### src/rtl/pixel_stream_generator_pkg.sv
// Shared state encoding, line geometry and elaboration-time helpers for the pixel stream generator.
// Latency: none; types, constants and functions only.
// Backpressure: none.
package pixel_stream_generator_pkg;

    typedef enum logic [1:0] {
        ST_IDLE = 2'd0,
        ST_ARM  = 2'd1,
        ST_RUN  = 2'd2,
        ST_DONE = 2'd3
    } state_t;

    // Number of active (non-dark) pixels in every line.
    localparam int ACTIVE_PIXELS = 1024;

    // Total line length: leading dark pixels followed by the active pixels.
    function automatic int line_length(input int dark_pixels);
        return dark_pixels + ACTIVE_PIXELS;
    endfunction

    // Clock cycles between modulator toggles for a given square-wave frequency.
    // Evaluated in 64 bits so large clock rates cannot overflow before the divide.
    function automatic logic [31:0] half_period(input longint clock_hz, input longint freq_hz);
        return 32'(clock_hz / (2 * freq_hz));
    endfunction

endpackage

### src/rtl/square_wave_modulator.sv
// Square-wave level generator toggling every HALF_PERIOD0 or HALF_PERIOD1 cycles, chosen by i_select.
// Latency: level low the cycle after restart, first toggle HALF cycles after restart releases.
// Backpressure: none; free-running while restart is low.
module square_wave_modulator #(
    parameter logic [31:0] HALF_PERIOD0 = 32'd1,
    parameter logic [31:0] HALF_PERIOD1 = 32'd1
) (
    input  logic i_clock,
    input  logic i_reset,
    input  logic i_select,
    input  logic i_restart,
    output logic o_level
);

    logic [31:0] w_half;
    logic [31:0] r_count;
    logic        r_level;

    assign w_half = i_select ? HALF_PERIOD1 : HALF_PERIOD0;

    // Count cycles within the half period and flip the level when it completes.
    always_ff @(posedge i_clock or posedge i_reset) begin
        if (i_reset) begin
            r_count <= 32'd0;
            r_level <= 1'b0;
        end else if (i_restart) begin
            r_count <= 32'd0;
            r_level <= 1'b0;
        end else if (r_count == w_half - 32'd1) begin
            r_count <= 32'd0;
            r_level <= ~r_level;
        end else begin
            r_count <= r_count + 32'd1;
        end
    end

    assign o_level = r_level;

endmodule

### src/rtl/pixel_stream_generator.sv
// Session-based synthetic line-scan pixel stream with three square-wave modulated pixels.
// Latency: start one cycle after the enable edge, first strobe (position 0) the cycle after start.
// Backpressure: none; the stream is free-running and the consumer must accept every strobe.
module pixel_stream_generator
    import pixel_stream_generator_pkg::*;
#(
    parameter int CLOCK_FREQUENCY     = 100000000,
    parameter int PIXEL_CLOCK_DIVIDER = 4,
    parameter int DARK_PIXELS_COUNT   = 16,
    parameter int PIXEL0_INDEX        = 63,
    parameter int PIXEL1_INDEX        = 511,
    parameter int PIXEL2_INDEX        = 1023,
    parameter int PIXEL0_FREQUENCY0   = 7500,
    parameter int PIXEL0_FREQUENCY1   = 10000,
    parameter int PIXEL1_FREQUENCY0   = 15000,
    parameter int PIXEL1_FREQUENCY1   = 20000,
    parameter int PIXEL2_FREQUENCY0   = 25000,
    parameter int PIXEL2_FREQUENCY1   = 30000,
    parameter int BRIGHT_VALUE        = 200,
    parameter int DARK_VALUE          = 20,
    parameter int BACKGROUND_VALUE    = 50
) (
    input  logic        clock,
    input  logic        reset,
    input  logic        enable,
    input  logic [2:0]  frequency_select,
    input  logic [31:0] session_length,
    output logic [7:0]  data,
    output logic        pixel_strobe,
    output logic        line_sync,
    output logic        start,
    output logic        stop,
    output logic        busy
);

    localparam int          LINE_LEN = line_length(DARK_PIXELS_COUNT);
    localparam logic [31:0] POS0     = 32'(DARK_PIXELS_COUNT + PIXEL0_INDEX - 1);
    localparam logic [31:0] POS1     = 32'(DARK_PIXELS_COUNT + PIXEL1_INDEX - 1);
    localparam logic [31:0] POS2     = 32'(DARK_PIXELS_COUNT + PIXEL2_INDEX - 1);

    state_t      r_state;
    state_t      w_next;
    logic        r_enable_q;
    logic [2:0]  r_freq_sel;
    logic [31:0] r_length;
    logic [31:0] r_run_cnt;
    logic [31:0] r_div_cnt;
    logic [31:0] r_pos;
    logic [2:0]  w_mod;
    logic        w_enable_rise;
    logic        w_in_run;
    logic        w_restart;
    logic [7:0]  w_pixel;

    assign w_enable_rise = enable & ~r_enable_q;
    assign w_in_run      = (r_state == ST_RUN);
    // Modulators sit low outside RUN so every session starts from a known phase.
    assign w_restart     = ~w_in_run;

    // Next-state selection for the session sequencer.
    always_comb begin
        w_next = r_state;
        case (r_state)
            ST_IDLE: if (w_enable_rise) w_next = ST_ARM;
            ST_ARM:  w_next = (r_length == 32'd0) ? ST_DONE : ST_RUN;
            ST_RUN: begin
                if (!enable || (r_run_cnt == r_length - 32'd1)) w_next = ST_DONE;
            end
            ST_DONE: if (!enable) w_next = ST_IDLE;
            default: w_next = ST_IDLE;
        endcase
    end

    // State register, enable edge history and session parameter capture.
    // The enable history resets high so a level held across reset is not seen as a new request.
    always_ff @(posedge clock or posedge reset) begin
        if (reset) begin
            r_state    <= ST_IDLE;
            r_enable_q <= 1'b1;
            r_freq_sel <= 3'd0;
            r_length   <= 32'd0;
        end else begin
            r_state    <= w_next;
            r_enable_q <= enable;
            if (r_state == ST_IDLE && w_enable_rise) begin
                r_freq_sel <= frequency_select;
                r_length   <= session_length;
            end
        end
    end

    // Session cycle counter, strobe divider and line position, cleared in ARM so RUN opens on position 0.
    always_ff @(posedge clock or posedge reset) begin
        if (reset) begin
            r_run_cnt <= 32'd0;
            r_div_cnt <= 32'd0;
            r_pos     <= 32'd0;
        end else if (w_in_run) begin
            r_run_cnt <= r_run_cnt + 32'd1;
            r_div_cnt <= (r_div_cnt == 32'(PIXEL_CLOCK_DIVIDER - 1)) ? 32'd0 : r_div_cnt + 32'd1;
            if (r_div_cnt == 32'd0) begin
                r_pos <= (r_pos == 32'(LINE_LEN - 1)) ? 32'd0 : r_pos + 32'd1;
            end
        end else begin
            r_run_cnt <= 32'd0;
            r_div_cnt <= 32'd0;
            r_pos     <= 32'd0;
        end
    end

    square_wave_modulator #(
        .HALF_PERIOD0(half_period(CLOCK_FREQUENCY, PIXEL0_FREQUENCY0)),
        .HALF_PERIOD1(half_period(CLOCK_FREQUENCY, PIXEL0_FREQUENCY1))
    ) u_mod0 (
        .i_clock(clock), .i_reset(reset), .i_select(r_freq_sel[0]), .i_restart(w_restart), .o_level(w_mod[0])
    );

    square_wave_modulator #(
        .HALF_PERIOD0(half_period(CLOCK_FREQUENCY, PIXEL1_FREQUENCY0)),
        .HALF_PERIOD1(half_period(CLOCK_FREQUENCY, PIXEL1_FREQUENCY1))
    ) u_mod1 (
        .i_clock(clock), .i_reset(reset), .i_select(r_freq_sel[1]), .i_restart(w_restart), .o_level(w_mod[1])
    );

    square_wave_modulator #(
        .HALF_PERIOD0(half_period(CLOCK_FREQUENCY, PIXEL2_FREQUENCY0)),
        .HALF_PERIOD1(half_period(CLOCK_FREQUENCY, PIXEL2_FREQUENCY1))
    ) u_mod2 (
        .i_clock(clock), .i_reset(reset), .i_select(r_freq_sel[2]), .i_restart(w_restart), .o_level(w_mod[2])
    );

    // Pixel level for the current line position: dark lead-in, modulated pixels, background elsewhere.
    always_comb begin
        w_pixel = 8'(BACKGROUND_VALUE);
        if (r_pos < 32'(DARK_PIXELS_COUNT)) begin
            w_pixel = 8'd0;
        end else if (r_pos == POS0) begin
            w_pixel = w_mod[0] ? 8'(BRIGHT_VALUE) : 8'(DARK_VALUE);
        end else if (r_pos == POS1) begin
            w_pixel = w_mod[1] ? 8'(BRIGHT_VALUE) : 8'(DARK_VALUE);
        end else if (r_pos == POS2) begin
            w_pixel = w_mod[2] ? 8'(BRIGHT_VALUE) : 8'(DARK_VALUE);
        end
    end

    assign pixel_strobe = w_in_run && (r_div_cnt == 32'd0);
    assign line_sync    = pixel_strobe && (r_pos == 32'd0);
    assign data         = pixel_strobe ? w_pixel : 8'd0;
    assign start        = (r_state == ST_ARM);
    assign stop         = (r_state == ST_DONE);
    assign busy         = (r_state == ST_ARM) || w_in_run;

endmodule

### config.mk
export PLATFORM = sky130hd
export DESIGN_NAME = pixel_stream_generator
export DESIGN_NICKNAME = d
export VERILOG_FILES = /design/src/rtl/pixel_stream_generator_pkg.sv /design/src/rtl/square_wave_modulator.sv /design/src/rtl/pixel_stream_generator.sv
export SDC_FILE = /design/constraint.sdc
export NUM_CORES = 1
export LEC_CHECK = 0
export BUFFER_PORTS_ARGS = -buffer_cell sky130_fd_sc_hd__clkbuf_2
export CORE_MARGIN = 4
export CORE_UTILIZATION = 62
export CTS_CLUSTER_DIAMETER = 100
export DETAILED_ROUTE_END_ITERATION = 10
export GPL_ROUTABILITY_DRIVEN = 0
export PLACE_DENSITY = 0.8
export SYNTH_ARGS = -nofsm -noshare
export SYNTH_HDL_FRONTEND = slang
export SYNTH_SLANG_ARGS = --single-unit
### constraint.sdc
create_clock -name clock -period 10.3 [get_ports clock]
set_input_delay 2.06 -clock clock [delete_from_list [all_inputs] [get_ports clock]]
set_output_delay 2.06 -clock clock [all_outputs]
set_load 0.005 [all_outputs]
-- Yosys cells after proc, flatten, opt, wreduce, memory -nomap -nowiden
Cells that the tools add are included.
Widths: inputs -> output; s select.
- bits in registers: 233
- latch bits: 0
- RAM bits: 0
- memory bits (read-only): 0
- input port bits: 38
- output and inout bits: 13
- word-level logic and storage cells: 93
- memories kept: 0
- add/sub/neg operators: 10
- $mul: 0
- divide/modulo/power cells: 0
- magnitude comparators: 1
- equal/unequal tests: 19
- shifts and indexed selects: 0
- mux-type cells: 34
- bitwise gates (word level): 5
- reduce and logical (&&, ||, !) cells: 11
- operators with widths (kind ; number):
    $mux 32 ; 12
    $add 32x1->32 const B ; 6
    $eq 32x32->1 ; 4
    $sub 32x1->32 const B ; 4
    $logic_not 32->1 ; 3
    $eq 32x11->1 const B ; 2
    $mux 8 ; 8
    $eq 32x10->1 const B ; 1
    $eq 32x2->1 const B ; 1
    $eq 32x7->1 const B ; 1
    $lt 32x5->1 const B ; 1
    $mux 12 ; 1
    $mux 11 ; 1
    $ne 2x1->1 const B ; 5
    $mux 9 ; 1
    $pmux 2 s4 ; 1
    $mux 1 ; 7
    $mux 2 ; 3
    $eq 2x2->1 const B ; 2
    $ne 2x2->1 const B ; 2
    $not 1->1 ; 4
    $logic_and 1x1->1 ; 3
    $reduce_and 3->1 ; 1
    $eq 2x1->1 const B ; 1
    4 further kinds ; 5

-- Longest topological paths before layout
Gate-level depths: netlist (run 1).
- depth in word-level cells: 6
- mapped depth: 10

-- Modules after synthesis
A second synthesis (run 1) with hierarchy kept.
- cell total of the unflattened synthesis: 1414
- area, all modules: 13151.4 um^2
- by module, submodules not included (module ; instances ; cells each ; area each (um^2)):
    pixel_stream_generator ; 1 ; 821 ; 7653.6
    square_wave_modulator (u_mod2) ; 1 ; 203 ; 1853.0
    square_wave_modulator (u_mod1) ; 1 ; 199 ; 1845.5
    square_wave_modulator (u_mod0) ; 1 ; 191 ; 1799.2

-- Worst setup path before layout (run 1)
Ideal clock, no wire load.
- kind: flip-flop to output port
- from: register r_pos[7]
- to: output data[6]
- arrival: 2.181 ns
- required time: 8.240 ns
- slack: 6.059 ns
- stages on the path, launching flop included: 8
- buffers on the path: 1
- path through: dfrtp_1 or3_1 nor3_1 nor4b_1 nand2_1 o21ai_0 and2_1 buf_4
- cells in the longest elaborated chain, start to end: 6
- elaborated cells on any way between the ends: 9
- those cells by class: order compare: 1; eq/ne: 3; mux: 5
- RTL lines (what ; line ; RTL):
    start, declared ; pixel_stream_generator.sv:48 ; logic [31:0] r_pos;
    start signal, assigned ; pixel_stream_generator.sv:102 ; r_pos <= (r_pos == 32'(LINE_LEN - 1)) ? 32'd0 : r_pos + 32'd1;
    branches (longest 4 deep; another with $lt 32x5->1) ; -- ;
    $mux 8 * ; pixel_stream_generator.sv:135 ; if (r_pos < 32'(DARK_PIXELS_COUNT)) begin
    $mux 8 * ; pixel_stream_generator.sv:148 ; assign data = pixel_strobe ? w_pixel : 8'd0;
    end, declared ; pixel_stream_generator.sv:28 ; output logic [7:0] data,
Mark *: on every way between the ends.

-- Worst setup path in the final report (run 1)
- from: register r_pos[25]
- to: output data[3]
The elaborated chain is that of the path after synthesis.

==> results by group, run 1 <==
Floorplan
  – Die width: 149.8 um
  – IO Count: 51
  – Number of placement rows: 51
  – Core Region: 19650 sq um
  – Die area: 22450 sq um
  – Die Ht: 149.8 um
  – Starting Density: 63.45%

STA
  – Hold Vio Cnt, Final: 0
  – Final worst-path cycle share: 52.48%
  – Top achievable clock speed: 185.0 MHz
  – Worst Tran Pin Value: 1.215 ns
  – Finish-stage setup viols: 0
  – Relative slew slack: 19.02%
  – Setup TNS: 0 ns
  – Clk_skew: 0.01036 ns
  – RSZ-0062 raised after global routing: false
  – Max-slew violations: 0
  – Period minus WS final: 5.405 ns

Detailed routing
  – Remaining DRCs: 0
  – Remaining antenna violation count after routing: 0
  – DRT iter0 DRCs: 683
  – Final WL: 26.18 mm
  – Vias per cell: 5.910
  – DR vias: 9798
  – Detailed Routing Iterations Pass 1: 7
  – DR WL/cell: 15.79 um

Hold path
  – HP Class: flop to flop
  – Hold Path Sink: r_pos[31]
  – Hold path startpoint: r_pos[31]
  – Hold Path Stages: 1

Layout
  – Area occupied by multi-input gates: 6361 sq um
  – Finished Core Util: 70.39%
  – Ant diodes: 0
  – Fillers: 1512
  – Layout cells sized above 1: 10.34%
  – Area Growth Syn to Fin: 10.94%
  – Register area: 5832 sq um
  – Nets: 1428

Place
  – HPWL Detailed: 17.42 mm
  – Number of port buffers: 49

Critical path
  – Endpoint class of the critical path: output port
  – FF-to-FF Start: r_pos[25]
  – Worst reg-to-reg path cell count: 8
  – Critical-path cell list: nor4_1, nand4_1, nor3_1, nor4b_1, nand2_1, o21ai_0, and2_1, clkbuf_2
  – Slowest CP cell: nor4b_1
  – Family with the most delay on the worst path: simple AND/OR/NAND/NOR gates
  – WS Path Type: flop to output port
  – Critical-path maximum fanout: 8
  – Slowest cell delay on critical path: 0.65 ns
  – Crit path required time: 8.24 ns
  – RR Endpoint: r_pos[22]
  – Levels on crit path: 8
  – WP data arrival: 3.35 ns
  – CP Launch Type: flop
  – Crit path buffers/inverters: 1
  – Flop2flop setup slack: 6.87 ns

Clocking
  – CTS max path bufs: 3
  – PostCTS Resize Cnt: 0
  – CTS clk-pin slew, worst paths: 0.06 ns
  – Root buffer cell: clkbuf_16
  – CTS Sinks: 233
  – Clk_lat worst skew: 0.52 ns
  – Post-CTS Setup Bufs: 0
  – # H-tree levels: 1
  – CTS Hold Bufs: 0
  – CTS Buf Count: 25
  – CTS tree: built

Logic synthesis
  – Post-synth ARST share: 100.0%
  – #FFs+latches synth: 233
  – Yosys warning count: 0
  – Share of the synthesized area in the top cell type: 46.55%
  – Gate Count Post-Synth: 1336
  – Synth top area cells: dfrtp_1, xor2_1, nor2_1
  – Post-Syn Nets: 1388
  – Netlist Area Pre-Place: 12470 sq um
  – Dominant cell type by area after synthesis: dfrtp_1
  – Syn_area_per_cell: 9.334 sq um
  – Yosys cell types: 57
  – Dominant synthesized flop cell: dfrtp_1
  – EDFF count, synth: 0
  – Register area share after synthesis: 46.76%

Global route
  – First-pass GRT wire length: 45.37 mm
  – Largest net degree at the start of global routing: 114
  – GRT Util Overall: 23.98%
  – Initial antenna violation count: 0
  – Vias in the first global route: 9613
  – GRT overflow: 0

Power and ir drop
  – Leak: 0.005801 uW
  – VDD IR-drop max: 142.1 uV
  – Pwr Density: 202.8 nW/um^2

Run
  – Max cap viols: 0

Run status
  – Status: finished clean
[state kept, by name, indices dropped and copies added (netlist names)]
name / count
r_div_cnt: 32
r_length: 32
r_pos: 32
r_run_cnt: 32
u_mod0.r_count: 32
u_mod1.r_count: 32
u_mod2.r_count: 32
r_freq_sel: 3
r_state: 2
r_enable_q: 1
u_mod0.o_level: 1
u_mod1.o_level: 1
u_mod2.o_level: 1
[synthesized netlist by cell type (3+ instances only)]
library cell	number
nand3_1	83
dfrtp_1	232
buf_4	4
nor4b_1	10
nor3b_1	5
a31oi_1	16
nor4_1	35
clkbuf_1	34
nor2_1	215
or3_1	20
or4_1	7
o31ai_1	5
xor2_1	116
nor2b_1	3
ha_1	14
inv_1	26
buf_1	5
mux2_2	35
a21oi_1	24
and2_1	14
o21ai_0	71
nor3_1	36
and3_1	41
nand2b_1	5
xnor2_1	73
nand2_1	102
mux2i_1	5
nand4_1	50
a211oi_1	4
and4_1	12
[report_power, final]
group / internal [uW] / leakage [uW] / switching [uW]
clock network: 623 / 0.000442 / 360
registers: 1010 / 0.00317 / 151
logic: 264 / 0.00219 / 402
[worst register-to-register path, cell delays in order, from the launching register on]
cell and delay [ns]:
dfrtp_1 0.45, nor4_1 0.33, nand4_1 0.22, nor3_1 0.34
nor4b_1 0.65, a21o_1 0.89, nor2_1 0.21, nand2_1 0.12
o21ai_0 0.08
[through the flow]
stage	area [sq um]	std cells	hold slack, ns	worst slack, ns	total power, uW
floorplan	12470	1336	0.4519	1.852	1637
detailed placement	12930	1614	0.4828	5.536	1823
finish	13830	1658	0.4964	4.895	2805
global placement	12930	1614	0.4750	5.678	1794
global route	13830	1658	0.5186	4.609	2949
CTS	13830	1658	0.5017	4.888	2820
[worst max path at each step]
| stage | slack [ns] | startpoint | to |
|---|---|---|---|
| 2_1_floorplan | 1.85 | reset | r_div_cnt[0] |
| 3_3_place_gp | 5.68 | r_pos[26] | data[6] |
| 3_5_place_dp | 5.54 | r_pos[25] | data[3] |
| 4_1_cts | 4.89 | r_pos[25] | data[3] |
| 5_1_grt | 4.61 | r_pos[25] | data[6] |
| 6_report | 4.89 | r_pos[25] | data[3] |
[routing by layer]
layer | global-route usage [%] | vias up | part of all wire (%)
li1 | - | 4747 | -
met1 | 33.78 | 4763 | 46
met2 | 39.74 | 247 | 48
met3 | 3.119 | 41 | 4.6
met4 | 6.130 | 0 | 2.0
met5 | 0 | - | 0
[logic make-up (layout without fill, tap and decap cells)]
group / count (synthesis) / count (layout) / share of synthesized area, %
other cells: 1 / 1 / 0.03007
fa+ha+maj: 14 / 14 / 1.405
compound gates: 136 / 136 / 6.201
simple gates: 652 / 652 / 26.41
flops: 233 / 233 / 46.76
xor+xnor: 190 / 190 / 13.40
mux: 40 / 40 / 3.562
buf+inv: 70 / 127 / 2.227
[layout by cell type, fill, tap and decap left out, types with 3 or more instances in the layout]
| cell | n |
|---|---|
| clkbuf_16 | 25 |
| nand2b_1 | 5 |
| mux2_2 | 35 |
| nand3_1 | 83 |
| nor4_1 | 35 |
| nand4_1 | 50 |
| clkbuf_1 | 4 |
| and2_1 | 14 |
| o31ai_1 | 5 |
| or4_1 | 7 |
| nor4b_1 | 10 |
| bufinv_16 | 6 |
| mux2i_1 | 5 |
| or3_1 | 20 |
| a21oi_1 | 24 |
| clkbuf_8 | 4 |
| nand2_1 | 102 |
| inv_1 | 25 |
| nor2_1 | 215 |
| and3_1 | 41 |
| nor3_1 | 36 |
| a31oi_1 | 16 |
| ha_1 | 14 |
| o21ai_0 | 71 |
| buf_4 | 7 |
| nor2b_1 | 3 |
| xor2_1 | 116 |
| xnor2_1 | 73 |
| and4_1 | 12 |
| clkinv_2 | 4 |
| dfrtp_1 | 232 |
| clkbuf_2 | 49 |
| nor3b_1 | 5 |
| a211oi_1 | 4 |
[layout make-up]
type                    instances  area share [%]
flip-flops and latches        233           42.15
clock buffers                  33           5.028
multi-input cells            1033           45.98
clock inverters                11           1.501
well taps                     265           2.397
repair buffers                 56           2.152
inverters                      27          0.7868
Power figures use the tool's default switching activity.
==> inputs of run 2 (changes only) <==
- ABC_AREA: not set -> 1
- CORE_UTILIZATION: 62 -> 63
- PLACE_DENSITY: 0.8 -> 0.81
- clock period: 10.3 -> 5.2 ns (I/O delays scaled with it)
==> run 2 against run 1 <==
  * Critical path type unchanged
  * First-iteration DRC count is 78% higher
  * Combinational power is 100% higher
  * Utilization grew 1.0 points
  * Setup slack got worse by 3.3 ns
==> results by group, run 2 <==
Run status
  – Status: finished clean

Layout
  – Nets: 1972 (+38%)
  – Commonest non-fill, non-tap cell in the layout: nor2_1
  – Final Non-Filler Cells: 2220 (+34%)
  – Ant diodes: 0 (unchanged)
  – Layout cells sized above 1: 12.32% (+2.0 points)
  – Area Growth Syn to Fin: 10.41%
  – Post-route cell area: 15730 sq um (+14%)
  – Finished Core Util: 71.42% (+1.0 points)
  – Commonest cells after routing, fill and taps aside: nor2_1, nand2_1, inv_1

Logic synthesis
  – Netlist Area Pre-Place: 14250 sq um (+14%)
  – Share of the synthesized area in the top cell type: 40.74% (-5.8 points)
  – Synth Area in Compound Gates: 8.166% (+2.0 points)
  – Post-synth ARST share: 100.0% (unchanged)
  – Yosys warning count: 0 (unchanged)
  – Synth top area cells: dfrtp_1, nor2_1, nand2_1
  – Post-Syn Nets: 1926 (+39%)
  – Syn_area_per_cell: 7.603 sq um (-19%)
  – EDFF count, synth: 0 (unchanged)
  – Adder-Cell Fraction of Synth Area: 1.229% (-0.18 points)
  – Dominant synthesized flop cell: dfrtp_1
  – Yosys cell types: 59 (+3.5%)
  – Xor and xnor area share after synthesis: 6.762% (-6.6 points)
  – Register area share after synthesis: 40.93% (-5.8 points)
  – Simple-gate share of the synthesized area: 34.24% (+7.8 points)
  – Most frequent cell after synthesis: nor2_1
  – Dominant cell type by area after synthesis: dfrtp_1
  – Most frequent cells after synthesis: nor2_1, nand2_1, inv_1
  – Gate Count Post-Synth: 1874 (+40%)
  – #FFs+latches synth: 233 (unchanged)
  – Mux cell area share after synthesis: 0.3952% (-3.2 points)
  – Main combinational cell family by area after synthesis: simple AND/OR/NAND/NOR gates

STA
  – Max-slew violations: 0 (unchanged)
  – Worst Tran Pin Value: 0.8097 ns (-0.4050 ns)
  – Top achievable clock speed: 276.9 MHz
  – Period minus WS final: 3.611 ns
  – Clk_skew: 0.009668 ns (-0.0006898 ns)
  – Hold Vio Cnt, Final: 0 (unchanged)
  – Relative slew slack: 45.91% (+27 points)
  – Final worst-path cycle share: 69.44%
  – Finish-stage setup viols: 0 (unchanged)
  – Setup TNS: 0 ns (unchanged)
  – RSZ-0062 raised after global routing: false

Floorplan
  – Core Region: 22030 sq um (+12%)
  – Die Ht: 158.4 um (+5.7%)
  – Die width: 158.4 um (+5.7%)
  – IO Count: 51 (unchanged)
  – Die area: 25090 sq um (+12%)
  – Number of placement rows: 54 (+5.9%)
  – Starting Density: 64.69% (+1.2 points)

Run
  – Max cap viols: 0 (unchanged)

Critical path
  – FF-to-FF Start: r_length[0]
  – WS Path Type: flop to output port
  – Endpoint class of the critical path: output port
  – Critical-path maximum fanout: 8 (unchanged)
  – RR Endpoint: r_state[1]
  – Crit path required time: 4.16 ns (-4.08 ns)
  – Crit path from: r_pos[23]
  – CP Launch Type: flop
  – Flop2flop setup slack: 2.63 ns (-4.24 ns)
  – Worst reg-to-reg path cell count: 15 (+7)
  – WP data arrival: 2.57 ns (-0.78 ns)

Clocking
  – CTS max path bufs: 3 (unchanged)
  – Post-CTS Setup Bufs: 0 (unchanged)
  – Root buffer cell: clkbuf_16
  – CTS Buf Count: 26 (+4.0%)
  – CTS clk-pin slew, worst paths: 0.06 ns (about the same)
  – CTS tree: built
  – CTS Hold Bufs: 0 (unchanged)
  – # H-tree levels: 1 (unchanged)
  – CTS Sinks: 233 (unchanged)
  – Clk_lat worst skew: 0.53 ns (about the same)
  – PostCTS Resize Cnt: 0 (unchanged)

Global route
  – First-pass GRT wire length: 56.50 mm (+25%)
  – Vias in the first global route: 11.87k (+23%)
  – GRT Util Overall: 26.98% (+3.0 points)
  – Largest net degree at the start of global routing: 106 (-7.0%)
  – Initial antenna violation count: 0 (unchanged)
  – GRT overflow: 0 (unchanged)

Power and ir drop
  – Leak: 0.006614 uW (+14%)
  – Pwr Density: 356.7 nW/um^2 (+76%)
  – VDD IR-drop max: 323.5 uV (+130%)

Place
  – Post-Place Cells: 2172 (+35%)
  – DP Area: 14750 sq um (+14%)
  – HPWL Detailed: 24.14 mm (+39%)
  – Number of port buffers: 49 (unchanged)

Hold path
  – Hold path startpoint: u_mod2.r_count[0]
  – Hold Path Sink: u_mod2.r_count[0]
  – HP Class: flop to flop
  – Hold Path Stages: 1 (unchanged)

Detailed routing
  – Final WL: 33.71 mm (+29%)
  – Remaining antenna violation count after routing: 0 (unchanged)
  – DRT iter0 DRCs: 1216 (+78%)
  – DR WL/cell: 15.19 um (-3.8%)
  – Remaining DRCs: 0 (unchanged)
  – Vias per cell: 5.687 (-3.8%)
  – DR vias: 12.63k (+29%)
  – Detailed Routing Iterations Pass 1: 7 (unchanged)
==> run 2: cell types whose count changed after synthesis, sizes merged, moves of 41 or more <==
cell,before,now
nor3,38,123
nor2,215,347
a21oi,24,97
inv,26,261
nand2,102,313
xnor2,74,33
==> run 2: critical path: stages, from the launching register on <==
cell      delay (ns)
dfrtp_1         0.46
nor2_1          0.15
nand4_1         0.13
nor2_1          0.20
inv_1           0.09
nor2_2          0.23
nand3_1         0.15
o311ai_1        0.34
nand2_1         0.09
inv_1           0.09
clkbuf_2        0.11
==> run 2: how the worst max path moves through the flow <==
stage                         endpoint  cells after the start
after floorplan           r_div_cnt[0]                      1
after global placement         data[6]                     10
after detailed placement       data[7]                     10
after CTS                      data[7]                     10
after global routing           data[3]                     10
final                          data[7]                     10
==> run 2: area by class of cell <==
class / instances / area, sq um
repair buffers: 57 / 317.8
clock buffers: 35 / 775.7
fillers: 1761 / 6295
multi-input cells: 1337 / 7256
well taps: 280 / 350.3
inverters: 265 / 998.5
flip-flops and latches: 233 / 5832
clock inverters: 13 / 201.4
==> run 2: kinds of logic after synthesis <==
kind of cell             after synthesis
AND/OR/NAND/NOR                     1003
buffers and inverters                304
flip-flops                           233
AO/OA/AOI/OAI                        204
XOR/XNOR                             110
adder cells (fa/ha/maj)               14
multiplexers                           5
other                                  1
==> run 2: routing by layer <==
metal	up-vias	wire, um	track usage, %
met4	0	766	6.580
li1	6218	-	-
met2	367	15990	44.78
met1	5974	15210	38.18
met3	66	1738	3.262
met5	-	0	0
==> run 2: per-stage QoR <==
step / setup WS [ns] / hold WS (ns) / total power [uW]
2_1_floorplan: 1.111 / 0.4322 / 3192
3_3_place_gp: 2.248 / 0.4445 / 3517
3_5_place_dp: 2.171 / 0.4550 / 3570
4_1_cts: 1.567 / 0.4639 / 5643
5_1_grt: 1.370 / 0.5053 / 5936
6_report: 1.589 / 0.4607 / 5612
==> run 2: where the power goes <==
| part | switching [uW] | internal (uW) | total, uW |
|---|---|---|---|
| Combinational | 885 | 457 | 1340 |
| Sequential | 222 | 1990 | 2210 |
| Clock | 763 | 1290 | 2060 |
| Total | 1870 | 3740 | 5610 |
